===== src/rtl/seg7_pkg.sv =====
// Shared segment codes (A..G, A = MSB) and scroller state encoding.
// SEG_ACTIVE_LOW_EN selects the output polarity mask for common-anode digits.
package seg7_pkg;

    localparam logic [6:0] SEG_0     = 7'h7E;
    localparam logic [6:0] SEG_1     = 7'h30;
    localparam logic [6:0] SEG_2     = 7'h6D;
    localparam logic [6:0] SEG_3     = 7'h79;
    localparam logic [6:0] SEG_4     = 7'h33;
    localparam logic [6:0] SEG_5     = 7'h5B;
    localparam logic [6:0] SEG_6     = 7'h5F;
    localparam logic [6:0] SEG_7     = 7'h70;
    localparam logic [6:0] SEG_8     = 7'h7F;
    localparam logic [6:0] SEG_9     = 7'h7B;
    localparam logic [6:0] SEG_A     = 7'h77;
    localparam logic [6:0] SEG_B     = 7'h1F;
    localparam logic [6:0] SEG_C     = 7'h4E;
    localparam logic [6:0] SEG_D     = 7'h3D;
    localparam logic [6:0] SEG_E     = 7'h4F;
    localparam logic [6:0] SEG_F     = 7'h47;
    localparam logic [6:0] SEG_H     = 7'h37;
    localparam logic [6:0] SEG_L     = 7'h0E;
    localparam logic [6:0] SEG_O     = 7'h7E;
    localparam logic [6:0] SEG_P     = 7'h67;
    localparam logic [6:0] SEG_U     = 7'h3E;
    localparam logic [6:0] SEG_DASH  = 7'h01;
    localparam logic [6:0] SEG_BLANK = 7'h00;

`ifdef SEG_ACTIVE_LOW_EN
    localparam logic [6:0] SEG_POL = 7'h7F;
`else
    localparam logic [6:0] SEG_POL = 7'h00;
`endif

    typedef enum logic {
        ST_IDLE,
        ST_RUN
    } state_t;

endpackage


===== src/rtl/ascii_to_seg7.sv =====
// Combinational ASCII to 7-segment lookup (A..G, active-high).
// Lowercase folds to uppercase; unsupported codes give a blank digit.
module ascii_to_seg7
    import seg7_pkg::*;
(
    input  logic [7:0] ch,
    output logic [6:0] seg
);

    logic [7:0] up;

    always_comb begin
        up = ch;
        if (ch >= 8'h61 && ch <= 8'h7A) begin
            up = ch - 8'h20;
        end
        case (up)
            8'h30:   seg = SEG_0;
            8'h31:   seg = SEG_1;
            8'h32:   seg = SEG_2;
            8'h33:   seg = SEG_3;
            8'h34:   seg = SEG_4;
            8'h35:   seg = SEG_5;
            8'h36:   seg = SEG_6;
            8'h37:   seg = SEG_7;
            8'h38:   seg = SEG_8;
            8'h39:   seg = SEG_9;
            8'h41:   seg = SEG_A;
            8'h42:   seg = SEG_B;
            8'h43:   seg = SEG_C;
            8'h44:   seg = SEG_D;
            8'h45:   seg = SEG_E;
            8'h46:   seg = SEG_F;
            8'h48:   seg = SEG_H;
            8'h4C:   seg = SEG_L;
            8'h4F:   seg = SEG_O;
            8'h50:   seg = SEG_P;
            8'h55:   seg = SEG_U;
            8'h2D:   seg = SEG_DASH;
            default: seg = SEG_BLANK;
        endcase
    end

endmodule


===== src/rtl/ascii_7seg_scroller.sv =====
// Scrolling multi-digit ASCII message display for 7-segment digits.
// Define SEG_ACTIVE_LOW_EN for inverted (common-anode) segment outputs.
module ascii_7seg_scroller
    import seg7_pkg::*;
#(
    parameter int NUM_DIGITS = 2,
    parameter int MSG_LEN    = 16,
    parameter int SCROLL_DIV = 25_000_000
) (
    input  logic                       i_Clk,
    input  logic                       i_Rst,
    input  logic                       i_Wr_En,
    input  logic [$clog2(MSG_LEN)-1:0] i_Wr_Addr,
    input  logic [7:0]                 i_Wr_Char,
    input  logic [$clog2(MSG_LEN):0]   i_Len,
    input  logic                       i_Start,
    input  logic                       i_Stop,
    input  logic                       i_Pause,
    output logic [7*NUM_DIGITS-1:0]    o_Segments,
    output logic                       o_Running,
    output logic                       o_Wrap
);

    localparam int AW = $clog2(MSG_LEN);
    localparam int LW = AW + 1;
    localparam int TW = $clog2(SCROLL_DIV);
    localparam logic [LW-1:0] LEN_MAX  = LW'(MSG_LEN);
    localparam logic [TW-1:0] TICK_END = TW'(SCROLL_DIV - 1);

    state_t                  state;
    logic [7:0]              buffer [MSG_LEN];
    logic [LW-1:0]           len;
    logic [AW-1:0]           offset;
    logic [TW-1:0]           tick;
    logic                    wrap_q;
    logic [7*NUM_DIGITS-1:0] codes;
    logic [7*NUM_DIGITS-1:0] seg_q;
    logic [AW-1:0]           off_nxt;

    function automatic logic [AW-1:0] idx_inc(
        input logic [AW-1:0] cur,
        input logic [LW-1:0] n
    );
        return (({1'b0, cur} + LW'(1)) >= n) ? '0 : cur + AW'(1);
    endfunction

    function automatic logic [AW-1:0] win_idx(
        input logic [AW-1:0] off,
        input logic [LW-1:0] n,
        input int            k
    );
        logic [AW-1:0] r;
        r = off;
        for (int j = 0; j < k; j++) begin
            r = idx_inc(r, n);
        end
        return r;
    endfunction

    assign off_nxt = idx_inc(offset, len);

    always_ff @(posedge i_Clk) begin
        if (i_Rst) begin
            for (int i = 0; i < MSG_LEN; i++) begin
                buffer[i] <= 8'h20;
            end
        end else if (i_Wr_En && ({1'b0, i_Wr_Addr} < LEN_MAX)) begin
            buffer[i_Wr_Addr] <= i_Wr_Char;
        end
    end

    always_ff @(posedge i_Clk) begin
        if (i_Rst) begin
            state  <= ST_IDLE;
            len    <= LEN_MAX;
            offset <= '0;
            tick   <= '0;
            wrap_q <= 1'b0;
        end else begin
            wrap_q <= 1'b0;
            if (i_Stop) begin
                state  <= ST_IDLE;
                offset <= '0;
                tick   <= '0;
            end else if (i_Start) begin
                state  <= ST_RUN;
                offset <= '0;
                tick   <= '0;
                len    <= (i_Len == '0 || i_Len > LEN_MAX) ? LEN_MAX : i_Len;
            end else if (state == ST_RUN && !i_Pause) begin
                if (tick == TICK_END) begin
                    tick   <= '0;
                    offset <= off_nxt;
                    wrap_q <= (off_nxt == '0);
                end else begin
                    tick <= tick + TW'(1);
                end
            end
        end
    end

    for (genvar k = 0; k < NUM_DIGITS; k++) begin : g_dig
        logic [AW-1:0] idx;
        logic [6:0]    code;
        assign idx = win_idx(offset, len, k);
        ascii_to_seg7 u_dec (
            .ch  (buffer[idx]),
            .seg (code)
        );
        assign codes[7*k +: 7] = code;
    end

    // Stop blanks on the same edge it takes effect, not a cycle later.
    always_ff @(posedge i_Clk) begin
        if (i_Rst || i_Stop || state == ST_IDLE) begin
            seg_q <= {NUM_DIGITS{SEG_POL}};
        end else begin
            seg_q <= codes ^ {NUM_DIGITS{SEG_POL}};
        end
    end

    assign o_Segments = seg_q;
    assign o_Running  = (state == ST_RUN);
    assign o_Wrap     = wrap_q;

endmodule


===== config.mk =====
export PLATFORM = sky130hd
export DESIGN_NAME = ascii_7seg_scroller
export DESIGN_NICKNAME = d
export VERILOG_FILES = /design/src/rtl/seg7_pkg.sv /design/src/rtl/ascii_to_seg7.sv /design/src/rtl/ascii_7seg_scroller.sv
export SDC_FILE = /design/constraint.sdc
export NUM_CORES = 1
export LEC_CHECK = 0
export ABC_AREA = 1
export CORE_MARGIN = 4
export CORE_UTILIZATION = 39
export CTS_CLUSTER_SIZE = 10
export DETAILED_ROUTE_END_ITERATION = 10
export GPL_TIMING_DRIVEN = 1
export PLACE_DENSITY_LB_ADDON = 0.12
export SETUP_SLACK_MARGIN = 0.2
export SKIP_CTS_REPAIR_TIMING = 1
export SLEW_MARGIN = 20
export SYNTH_ARGS = -nofsm -noshare
export SYNTH_HDL_FRONTEND = slang
export SYNTH_SLANG_ARGS = --single-unit

===== constraint.sdc =====
create_clock -name i_Clk -period 4.1 [get_ports i_Clk]
set_clock_uncertainty 0.15 [all_clocks]
set_input_delay 0.615 -clock i_Clk [delete_from_list [all_inputs] [get_ports i_Clk]]
set_output_delay 0.615 -clock i_Clk [all_outputs]
set_load 0.005 [all_outputs]

==> impl_results.md <==
* Vias in the first global route at 9339
* Fmax at 0.262 GHz
* Crit end category: register
* CP arrival at 3.99 ns
* CTS tree: built
* Layout fillers at 2634
* Commonest non-fill, non-tap cell in the layout: nor2_1
* Synth Register Bits at 182
* RSZ-0062 raised after global routing: yes
* Sequential cell area fraction in the yosys report at 46.4%
* Io pins at 39
* Netlist Area Pre-Place at 10600 µm²
* Maximum VDD drop at around 0.2 mV
* Finished Layout Cells at about 1800
* Critical path launch point type: register
* ANT cells at 0
* Vias per Instance at 5.43
* Gr usage total at 22.5%
* Port bufs at 38
* Initial DRC Count at 1045
* Slew Limit Fails at 0
* H-tree levels at 4
* Die height at 173 µm
* Starting density of the core at 39.5%
* Post-DRT Antenna Nets at 0
* Synth warnings at 0
* Num CTS Buffers at 17
* Remaining DRCs at 0
* Fin nets at 1520
* DR WL/cell at 19.1 µm
* Largest net degree at the start of global routing at 87
* Minimum clock period at 3.81 ns
* Mean Syn Cell Area at 7.51 µm²
* Mapped Cells at 1414
* Total Power at between 0.004 and 0.005 W
* Tightest Pin Transition at 0.900 ns
* Clock Sinks at 182
* Max-cap violations at 0
* Sequential cell area at 4930 µm²
* Largest fanout on the critical path at 6
* Status: completed
* Ratio of cells with drive above 1 in the final layout at 16.1%
* Critical path required time at between 4 and 5 ns
* Cell area after layout at 13100 µm²
* Std cell rows at 60
* Area of the multi-input gates at 5210 µm²
* Post-synth EDFFs at 128
* Worst min path class: reg2reg
* DIE WIDTH at 173 µm
* Final Cycle Share at approximately 93%
* First-pass GRT wire length at 53.4 mm
* Static Leak at between 5 and 6 nW
* Max_slew headroom at 39.9%
* Origin of the critical flop-to-flop path: g_dig[0].idx[0]
* Vias at 9993
* Reg2Reg Depth at 27
* Routed WL at 35.1 mm
* Placed Cells at 1770
* Area of placed instances at 11400 µm²
* Routability-driven placement congestion ratio at between 0.9 and 1
* Clock buffer depth at 2
* Net Count, Synth at 1447
* Post-synth ARST share at 0%
* Setup CP Type: reg2reg
* Endpoints failing setup at 0
* Die footprint at 29900 µm²
* Worst Setup SP: g_dig[0].idx[0]
* Hpwl dp at 25.3 mm
* Initial DRT Pass Iterations at 6
* Final Hold Fails at 0
* Most frequent cells in the layout: nor2_1 (295), nand2_1 (236), inv_1 (153)
* Initial antenna violation count at 0
* Flop2flop setup slack at 0.29 ns
* Core area at 26900 µm²
* Clk pin slew, worst setup/hold paths at 0.08 ns
* Area Overhead vs Synth at 23.1%
* Synth Flop Type: edfxtp_1
* Pwr/cell area at around 330 nW/µm²
* Clock Tree Root: clkbuf_16
* Reg-to-reg endpoint: o_Segments[9]
* Clk Latency, worst-skew pair at approximately 0.45 ns
* Gr ovfl total at 0
* Crit path to: o_Segments[9]
* Yosys cell types at 49
## where the power goes
group	total [W]	internal, W	switching (W)
logic	0.000525	0.000194	0.000331
registers	0.00210	0.00204	0.0000560
clock network	0.00168	0.000865	0.000819
## worst max-delay path: stages (launching register included)
cell and delay, ns:
dfxtp_4 0.36, ha_4 0.18, xor2_4 0.19, ha_4 0.25, nand2_1 0.07, nand2_2 0.08
a21oi_4 0.23, nand3_4 0.16, buf_6 0.16, nor2_4 0.15, buf_6 0.16, nand2_2 0.05
nand3_1 0.09, nor2_2 0.06, nor2_4 0.15, buf_6 0.13, nand2_4 0.04, nor2_4 0.14
nand4_1 0.12, nand2_2 0.14, nor2_4 0.06, buf_12 0.13, nand3_4 0.06, inv_4 0.05
nor2_4 0.11, nand3_2 0.08, nor2_2 0.11, nor2_1 0.04
## kinds of logic after synthesis
logic type / after synthesis / synth area share (%)
adders and majority gates: 10 / 1.18
xor gates and xnor gates: 8 / 0.731
AOI/OAI and AO/OA: 193 / 11.0
DFF: 182 / 46.4
buffers and inverters: 230 / 8.98
and+or+nand+nor: 791 / 31.8
## area by class of cell
| cell class | count | area share [%] |
|---|---|---|
| clock buffer | 20 | 3.58 |
| sequential | 182 | 37.7 |
| multi-input combinational | 1003 | 39.9 |
| inverter | 173 | 5.28 |
| tap | 341 | 3.26 |
| clock inverter | 12 | 0.995 |
| timing repair buffer | 110 | 9.25 |
## per-layer routing
metal / global-route usage (%) / part of all wire [%] / vias up
met3: 2.82 / 6.8 / 71
met2: 36.4 / 46 / 385
met5: 0 / 0 / -
li1: - / - / 4817
met1: 31.3 / 44 / 4720
met4: 7.88 / 3.1 / 0
## registers in the layout (all words and copies together) (netlist names), named ones only
register,cells
buffer,128
g_dig.idx,4
len,5
o_Running,1
o_Segments,14
o_Wrap,1
tick,25
## synthesized netlist by cell type, types with 16 or more instances
master | number | share of area (%)
nand2_1 | 270 | 9.5
a21oi_1 | 42 | 2.0
buf_2 | 20 | 0.94
nor2_1 | 313 | 11
edfxtp_1 | 128 | 36
o211ai_1 | 23 | 1.6
inv_1 | 160 | 5.7
nor3_1 | 19 | 0.90
clkbuf_1 | 26 | 0.92
nand4_1 | 16 | 0.94
o21ai_0 | 81 | 3.8
nand3_1 | 131 | 6.2
dfxtp_1 | 54 | 10
## metrics by stage
step                util [%]  hold slack, ns  setup TNS (ns)  setup slack (ns)
floorplan                  -           0.286               0             0.596
global placement        42.4           0.310               0            0.0357
detailed placement      42.4           0.317        -0.00191          -0.00191
CTS                     44.7           0.329         -0.0139           -0.0139
global route            48.6           0.342               0            0.0493
finish                  48.6           0.325               0             0.288
## worst min path at each step
stage               startpoint  endpoint  cells after the start
floorplan               len[4]    len[4]                      2
global placement      tick[19]  tick[19]                      2
detailed placement      len[0]    len[0]                      2
CTS                     len[0]    len[0]                      2
global route            len[0]    len[0]                      2
finish                  len[0]    len[0]                      2
Note: power is estimated with default switching activity, not from simulation.
